$ cat src/rtl/seg7_pkg.sv
// Shared glyph table, FSM encoding and sizing constants for the 7-segment scan driver.
package seg7_pkg;

  localparam int NUM_DIGITS = 4;
  localparam int DIG_W      = 4;

  // Active-high glyphs, bit order {g,f,e,d,c,b,a}
  localparam logic [6:0] SEG_0    = 7'h3F;
  localparam logic [6:0] SEG_1    = 7'h06;
  localparam logic [6:0] SEG_2    = 7'h5B;
  localparam logic [6:0] SEG_3    = 7'h4F;
  localparam logic [6:0] SEG_4    = 7'h66;
  localparam logic [6:0] SEG_5    = 7'h6D;
  localparam logic [6:0] SEG_6    = 7'h7D;
  localparam logic [6:0] SEG_7    = 7'h07;
  localparam logic [6:0] SEG_8    = 7'h7F;
  localparam logic [6:0] SEG_9    = 7'h6F;
  localparam logic [6:0] SEG_DASH = 7'h40;
  localparam logic [6:0] SEG_OFF  = 7'h00;

  typedef enum logic {
    ST_BLANK = 1'b0,
    ST_SHOW  = 1'b1
  } state_e;

  // BCD value to glyph; non-decimal codes render as a dash
  function automatic logic [6:0] bcd_glyph(input logic [DIG_W-1:0] v);
    logic [6:0] g;
    case (v)
      4'd0:    g = SEG_0;
      4'd1:    g = SEG_1;
      4'd2:    g = SEG_2;
      4'd3:    g = SEG_3;
      4'd4:    g = SEG_4;
      4'd5:    g = SEG_5;
      4'd6:    g = SEG_6;
      4'd7:    g = SEG_7;
      4'd8:    g = SEG_8;
      4'd9:    g = SEG_9;
      default: g = SEG_DASH;
    endcase
    return g;
  endfunction

endpackage

$ cat src/rtl/seg7_decode.sv
// Combinational BCD-to-segment decode for one digit, with a blank override.
module seg7_decode
  import seg7_pkg::*;
(
  input  logic [DIG_W-1:0] bcd_i,
  input  logic             blank_i,
  output logic [6:0]       seg_o
);

  // Blanked digits light nothing; otherwise look up the glyph
  always_comb begin
    seg_o = SEG_OFF;
    if (!blank_i) seg_o = bcd_glyph(bcd_i);
  end

endmodule

$ cat src/rtl/seg7_scan_driver.sv
// Time-multiplexed 4-digit common-anode display driver: per-frame capture,
// ghost-blank gap before each digit, leading-zero suppression, blinking colon.
module seg7_scan_driver
  import seg7_pkg::*;
#(
  parameter int DWELL_CYCLES = 50000,
  parameter int BLANK_CYCLES = 500,
  parameter bit ACTIVE_LOW   = 1'b1
) (
  input  logic        clk,
  input  logic        rst_n,
  input  logic [15:0] digits_i,
  input  logic        lz_blank_en,
  input  logic        colon_en,
  input  logic        blink_tick,
  output logic [6:0]  seg_o,
  output logic        dp_o,
  output logic [3:0]  an_o,
  output logic        frame_start_o
);

  localparam int CNT_MAX = (DWELL_CYCLES > BLANK_CYCLES) ? DWELL_CYCLES : BLANK_CYCLES;
  localparam int CNT_W   = (CNT_MAX > 1) ? $clog2(CNT_MAX) : 1;

  localparam logic [CNT_W-1:0] DWELL_LAST = CNT_W'(DWELL_CYCLES - 1);
  localparam logic [CNT_W-1:0] BLANK_LAST = CNT_W'((BLANK_CYCLES > 0) ? BLANK_CYCLES - 1 : 0);

  // With no blank phase every digit starts directly in SHOW
  localparam state_e FIRST_ST = (BLANK_CYCLES > 0) ? ST_BLANK : ST_SHOW;

  localparam logic [6:0] SEG_MASK = {7{ACTIVE_LOW}};
  localparam logic [3:0] AN_MASK  = {4{ACTIVE_LOW}};

  state_e                state_q, state_d;
  logic [1:0]            idx_q, idx_d;
  logic [CNT_W-1:0]      cnt_q, cnt_d;
  logic                  run_q, run_d;
  logic [15:0]           frame_q, frame_d;
  logic                  col_ph_q, col_ph_d;
  logic [6:0]            seg_q, seg_d;
  logic                  dp_q, dp_d;
  logic [3:0]            an_q, an_d;
  logic                  frame_start_q, frame_start_d;

  logic [NUM_DIGITS-1:0][DIG_W-1:0] dig;
  logic [NUM_DIGITS-1:0]            dig_blank;
  logic [NUM_DIGITS-1:0][6:0]       dig_seg;

  logic       show_d;
  logic [6:0] seg_act;
  logic [3:0] an_act;
  logic       dp_act;
  logic       lz_run;

  // Scan sequencer: BLANK/SHOW per digit, idx wraps naturally at 3.
  // run_q holds off the first real cycle until one edge after reset so that
  // the very first digit-0 cycle also raises frame_start and captures.
  always_comb begin
    state_d = state_q;
    idx_d   = idx_q;
    cnt_d   = cnt_q;
    run_d   = 1'b1;
    if (!run_q) begin
      state_d = FIRST_ST;
      idx_d   = 2'd0;
      cnt_d   = '0;
    end else begin
      case (state_q)
        ST_BLANK: begin
          if (cnt_q == BLANK_LAST) begin
            state_d = ST_SHOW;
            cnt_d   = '0;
          end else begin
            cnt_d = cnt_q + 1'b1;
          end
        end
        ST_SHOW: begin
          if (cnt_q == DWELL_LAST) begin
            state_d = FIRST_ST;
            idx_d   = idx_q + 2'd1;
            cnt_d   = '0;
          end else begin
            cnt_d = cnt_q + 1'b1;
          end
        end
      endcase
    end
  end

  // Frame capture on entry to the first cycle of digit 0; colon phase tracking
  always_comb begin
    frame_start_d = (state_d == FIRST_ST) && (idx_d == 2'd0) && (cnt_d == '0);
    frame_d       = frame_start_d ? digits_i : frame_q;
    if (!colon_en)       col_ph_d = 1'b1;
    else if (blink_tick) col_ph_d = ~col_ph_q;
    else                 col_ph_d = col_ph_q;
  end

  // Leading-zero suppression over the frame being displayed; rightmost digit always shown
  always_comb begin
    dig_blank = '0;
    lz_run    = 1'b1;
    for (int k = 0; k < NUM_DIGITS; k++) begin
      lz_run       = lz_run & (dig[k] == '0);
      dig_blank[k] = lz_blank_en & lz_run & (k != NUM_DIGITS - 1);
    end
  end

  // One decoder per digit position; digit0 sits in the top nibble
  for (genvar k = 0; k < NUM_DIGITS; k++) begin : g_dig
    assign dig[k] = frame_d[(NUM_DIGITS-1-k)*DIG_W +: DIG_W];
    seg7_decode u_dec (
      .bcd_i   (dig[k]),
      .blank_i (dig_blank[k]),
      .seg_o   (dig_seg[k])
    );
  end

  // Output values for the upcoming cycle, polarity applied last
  always_comb begin
    show_d  = (state_d == ST_SHOW);
    an_act  = show_d ? (4'b1000 >> idx_d) : 4'b0000;
    seg_act = show_d ? dig_seg[idx_d] : SEG_OFF;
    dp_act  = show_d && (idx_d == 2'd1) && colon_en && col_ph_d;
    seg_d   = seg_act ^ SEG_MASK;
    an_d    = an_act ^ AN_MASK;
    dp_d    = dp_act ^ ACTIVE_LOW;
  end

  // All state and output registers; reset drives outputs inactive immediately
  always_ff @(posedge clk or negedge rst_n) begin
    if (!rst_n) begin
      state_q       <= ST_BLANK;
      idx_q         <= 2'd0;
      cnt_q         <= '0;
      run_q         <= 1'b0;
      frame_q       <= 16'h0000;
      col_ph_q      <= 1'b1;
      seg_q         <= SEG_MASK;
      dp_q          <= ACTIVE_LOW;
      an_q          <= AN_MASK;
      frame_start_q <= 1'b0;
    end else begin
      state_q       <= state_d;
      idx_q         <= idx_d;
      cnt_q         <= cnt_d;
      run_q         <= run_d;
      frame_q       <= frame_d;
      col_ph_q      <= col_ph_d;
      seg_q         <= seg_d;
      dp_q          <= dp_d;
      an_q          <= an_d;
      frame_start_q <= frame_start_d;
    end
  end

  assign seg_o         = seg_q;
  assign dp_o          = dp_q;
  assign an_o          = an_q;
  assign frame_start_o = frame_start_q;

endmodule

$ cat config.mk
export PLATFORM = sky130hd
export DESIGN_NAME = seg7_scan_driver
export DESIGN_NICKNAME = d
export VERILOG_FILES = /design/src/rtl/seg7_pkg.sv /design/src/rtl/seg7_decode.sv /design/src/rtl/seg7_scan_driver.sv
export SDC_FILE = /design/constraint.sdc
export NUM_CORES = 1
export LEC_CHECK = 0
export CORE_ASPECT_RATIO = 0.75
export CORE_UTILIZATION = 45
export DETAILED_ROUTE_END_ITERATION = 10
export PLACE_DENSITY = 0.65
export SETUP_SLACK_MARGIN = 0.15
export SLEW_MARGIN = 20
export SYNTH_ARGS = -nofsm -noshare
export SYNTH_HDL_FRONTEND = slang
export SYNTH_SLANG_ARGS = --single-unit
$ cat constraint.sdc
create_clock -name clk -period 5.85 [get_ports clk]
set_clock_uncertainty 0.2 [all_clocks]
set_input_delay 0.585 -clock clk [delete_from_list [all_inputs] [get_ports clk]]
set_output_delay 0.585 -clock clk [all_outputs]
set_load 0.01 [all_outputs]
==> run metrics <==
Top FF cell, synth dfrtp_1; Post-synth EDFFs 0; total gr overflow 0; top-count cell post-synth dfrtp_1; CTS tree done; share of post-route cells with drive strength above 1 0.1032; number of clock sinks 50; Worst R2R Start cnt_q[0]; maximum root-to-sink buffer count 2; Synth top cells by count 37 x dfrtp_1, 33 x nor2_1, 28 x nand2_1; Synth Instances ~380; Synth area leaders dfrtp_1 27%, dfstp_2 9.9%, ha_1 5.4%; Setup CP Type flop to flop; CTS clk-pin slew, worst paths roughly 90 ps; Detail Route met2 WL roughly 3200 µm; leading area contributor after synthesis dfrtp_1; H-tree levels 2; die area 8032 µm²; leakage power ~1.6 nW; core area ~7400 µm²; Worst EP required approximately 6000 ps; Distinct cells, synth between 50 and 60; Max Slew Vio Count 0; Die W 103.2 µm; startpoint types flop; overall routing resource usage 0.2235; number of max-cap violations 0; drt first pass iters 5; antenna violations before repair 0; Setup violations, final 0; Crit Path Max Fanout 30; number of global-route vias before repair approximately 2700; TritonCTS Buffers 5; vias per std cell 5.740; final WL 8290 µm; status finished clean; Placer Congestion a little under 0.9; fill count ~690; # rows 27; worst-margin pin slew 839.6 ps; antenna viol nets, final 0; placed insts 500; Clock Latency Late Sink 310 ps; top layer in use met4; number of DRC markers in iteration 0 about 300; Final WS setup roughly 1200 ps; RSZ-0062 raised after global routing false; Finished Layout Cells roughly 510; worst reg-to-reg setup slack between 1000 and 1500 ps; Ant. Diodes 0; Max Freq ~0.22 GHz; initial cell density of the core 0.4668; R2R cell count 13; Residual DRC 0; first-pass GRT wire length 13690 µm; minimum clock period 4640 ps; R2R Path End seg_o[5]; hold bufs inserted after CTS 0; DP Wirelength 6307 µm; Area Overhead vs Synth 13.66%; largest net degree at the start of global routing slightly above 50; Final Power 0.0007727 W; DRT met1 WL 4530 µm; Post-Syn Area ~3500 µm²; DR WL/cell 16.32 µm; Final nets 442; synthesized flop and latch total 50; Worst setup EP type flop; maximum VDD drop 0.09703 mV; register area share after synthesis 0.3670; pwr dens slightly below 200 nW/µm²; Top Ports 34; PostCTS Resize Cnt 0; Post-synth ARST share 1.000; met3 WL 448 µm; die height 77.87 µm; CTS root buffer clkbuf_8; final period utilization 0.7931; Synth warnings 0; # Post-CTS Setup Buffers 0; Via Count 2916; CP arrival roughly 4700 ps; Fin. Hold Viols 0; Place WS 1239 ps; Syn Nets 420; Yosys top cell area share 0.2681; TNS Setup 0 ps; IO buf count 33; WHS between 150 and 200 ps; slew margin rel. 0.4403; worst hold path type input port to asynchronous set/reset pin; Syn Area/Cell 8.993 µm²
[power by group]
part           internal [W]  total, W  switching, W  leakage, nW
clock             0.0000957  0.000209      0.000114       0.0482
combinational     0.0000744  0.000180      0.000106        0.959
sequential         0.000364  0.000383     0.0000190        0.610
[critical path, stage by stage, from the launching register on]
cell and delay [ps]:
dfrtp_1 440, ha_1 330, nand4bb_1 160, or4_1 640
nand3_1 110, a211oi_1 110, o22ai_4 650, buf_4 450
mux2i_1 320, inv_1 110, ha_1 220, a21oi_1 150
o31ai_1 100, or4_1 530
[cells by family after synthesis]
| group | after synthesis | share of synthesized area |
|---|---|---|
| AOI/OAI and AO/OA | 76 | 0.1583 |
| xor gates and xnor gates | 21 | 0.05326 |
| adders and majority gates | 15 | 0.05435 |
| buffers and inverters | 46 | 0.05435 |
| DFF | 50 | 0.3670 |
| muxes | 29 | 0.08840 |
| other | 1 | 0.001086 |
| and+or+nand+nor | 146 | 0.2232 |
[flip-flops by register name (all words and copies together) (netlist names)]
signal	count
seg_o	7
frame_start_o	1
idx_q	2
frame_q	16
an_o	4
state_q	1
cnt_q	16
col_ph_q	1
dp_o	1
run_q	1
[worst max-delay path by stage]
stage	cells after the start	start	end
after floorplan	16	cnt_q[4]	seg_o[0]
final	13	cnt_q[0]	seg_o[5]
after CTS	12	cnt_q[4]	seg_o[5]
after global routing	13	cnt_q[0]	seg_o[2]
after global placement	12	cnt_q[4]	seg_o[2]
after detailed placement	12	cnt_q[4]	seg_o[5]
[per-stage QoR]
stage | cell area, µm² | utilization
after floorplan | 3453 | -
after global placement | 3834 | 0.5182
after detailed placement | 3834 | 0.5182
after CTS | 3925 | 0.5305
after global routing | 3925 | 0.5305
final | 3925 | 0.5305
[area by class of cell]
class                   count  area [µm²]  share of cell area
clock inverters             1       5.005            0.001275
multi-input cells         288        1998              0.5091
flip-flops and latches     50        1267              0.3229
well taps                 101       126.4             0.03220
clock buffers               7       86.33             0.02200
repair buffers             36       347.8             0.08862
inverters                  25       93.84             0.02391
[layout by cell type (no fill, tap or decap), types with 5 or more instances in the layout]
| cell | Yosys | final |
|---|---|---|
| xor2_1 | 8 | 8 |
| o21ai_0 | 19 | 19 |
| dfrtp_1 | 37 | 37 |
| or3_1 | 6 | 6 |
| nand4_1 | 5 | 5 |
| nand3_1 | 18 | 18 |
| dfstp_2 | 13 | 13 |
| mux2i_1 | 17 | 17 |
| nor3_1 | 10 | 10 |
| a211oi_1 | 6 | 6 |
| ha_1 | 15 | 15 |
| and2_1 | 9 | 9 |
| mux2_2 | 12 | 12 |
| nand2_1 | 28 | 28 |
| clkbuf_8 | 0 | 6 |
| xnor2_1 | 13 | 13 |
| clkdlybuf4s50_1 | 0 | 32 |
| nor2_1 | 33 | 33 |
| or4_1 | 5 | 5 |
| inv_1 | 24 | 24 |
| and3_1 | 7 | 7 |
| a21oi_1 | 13 | 13 |
[metal layers]
metal	global-route usage	up-vias
met2	0.2887	94
met3	0.03784	14
met5	0	-
met4	0.04930	0
met1	0.3735	1375
li1	-	1433
(Power assumes the default switching activity.)
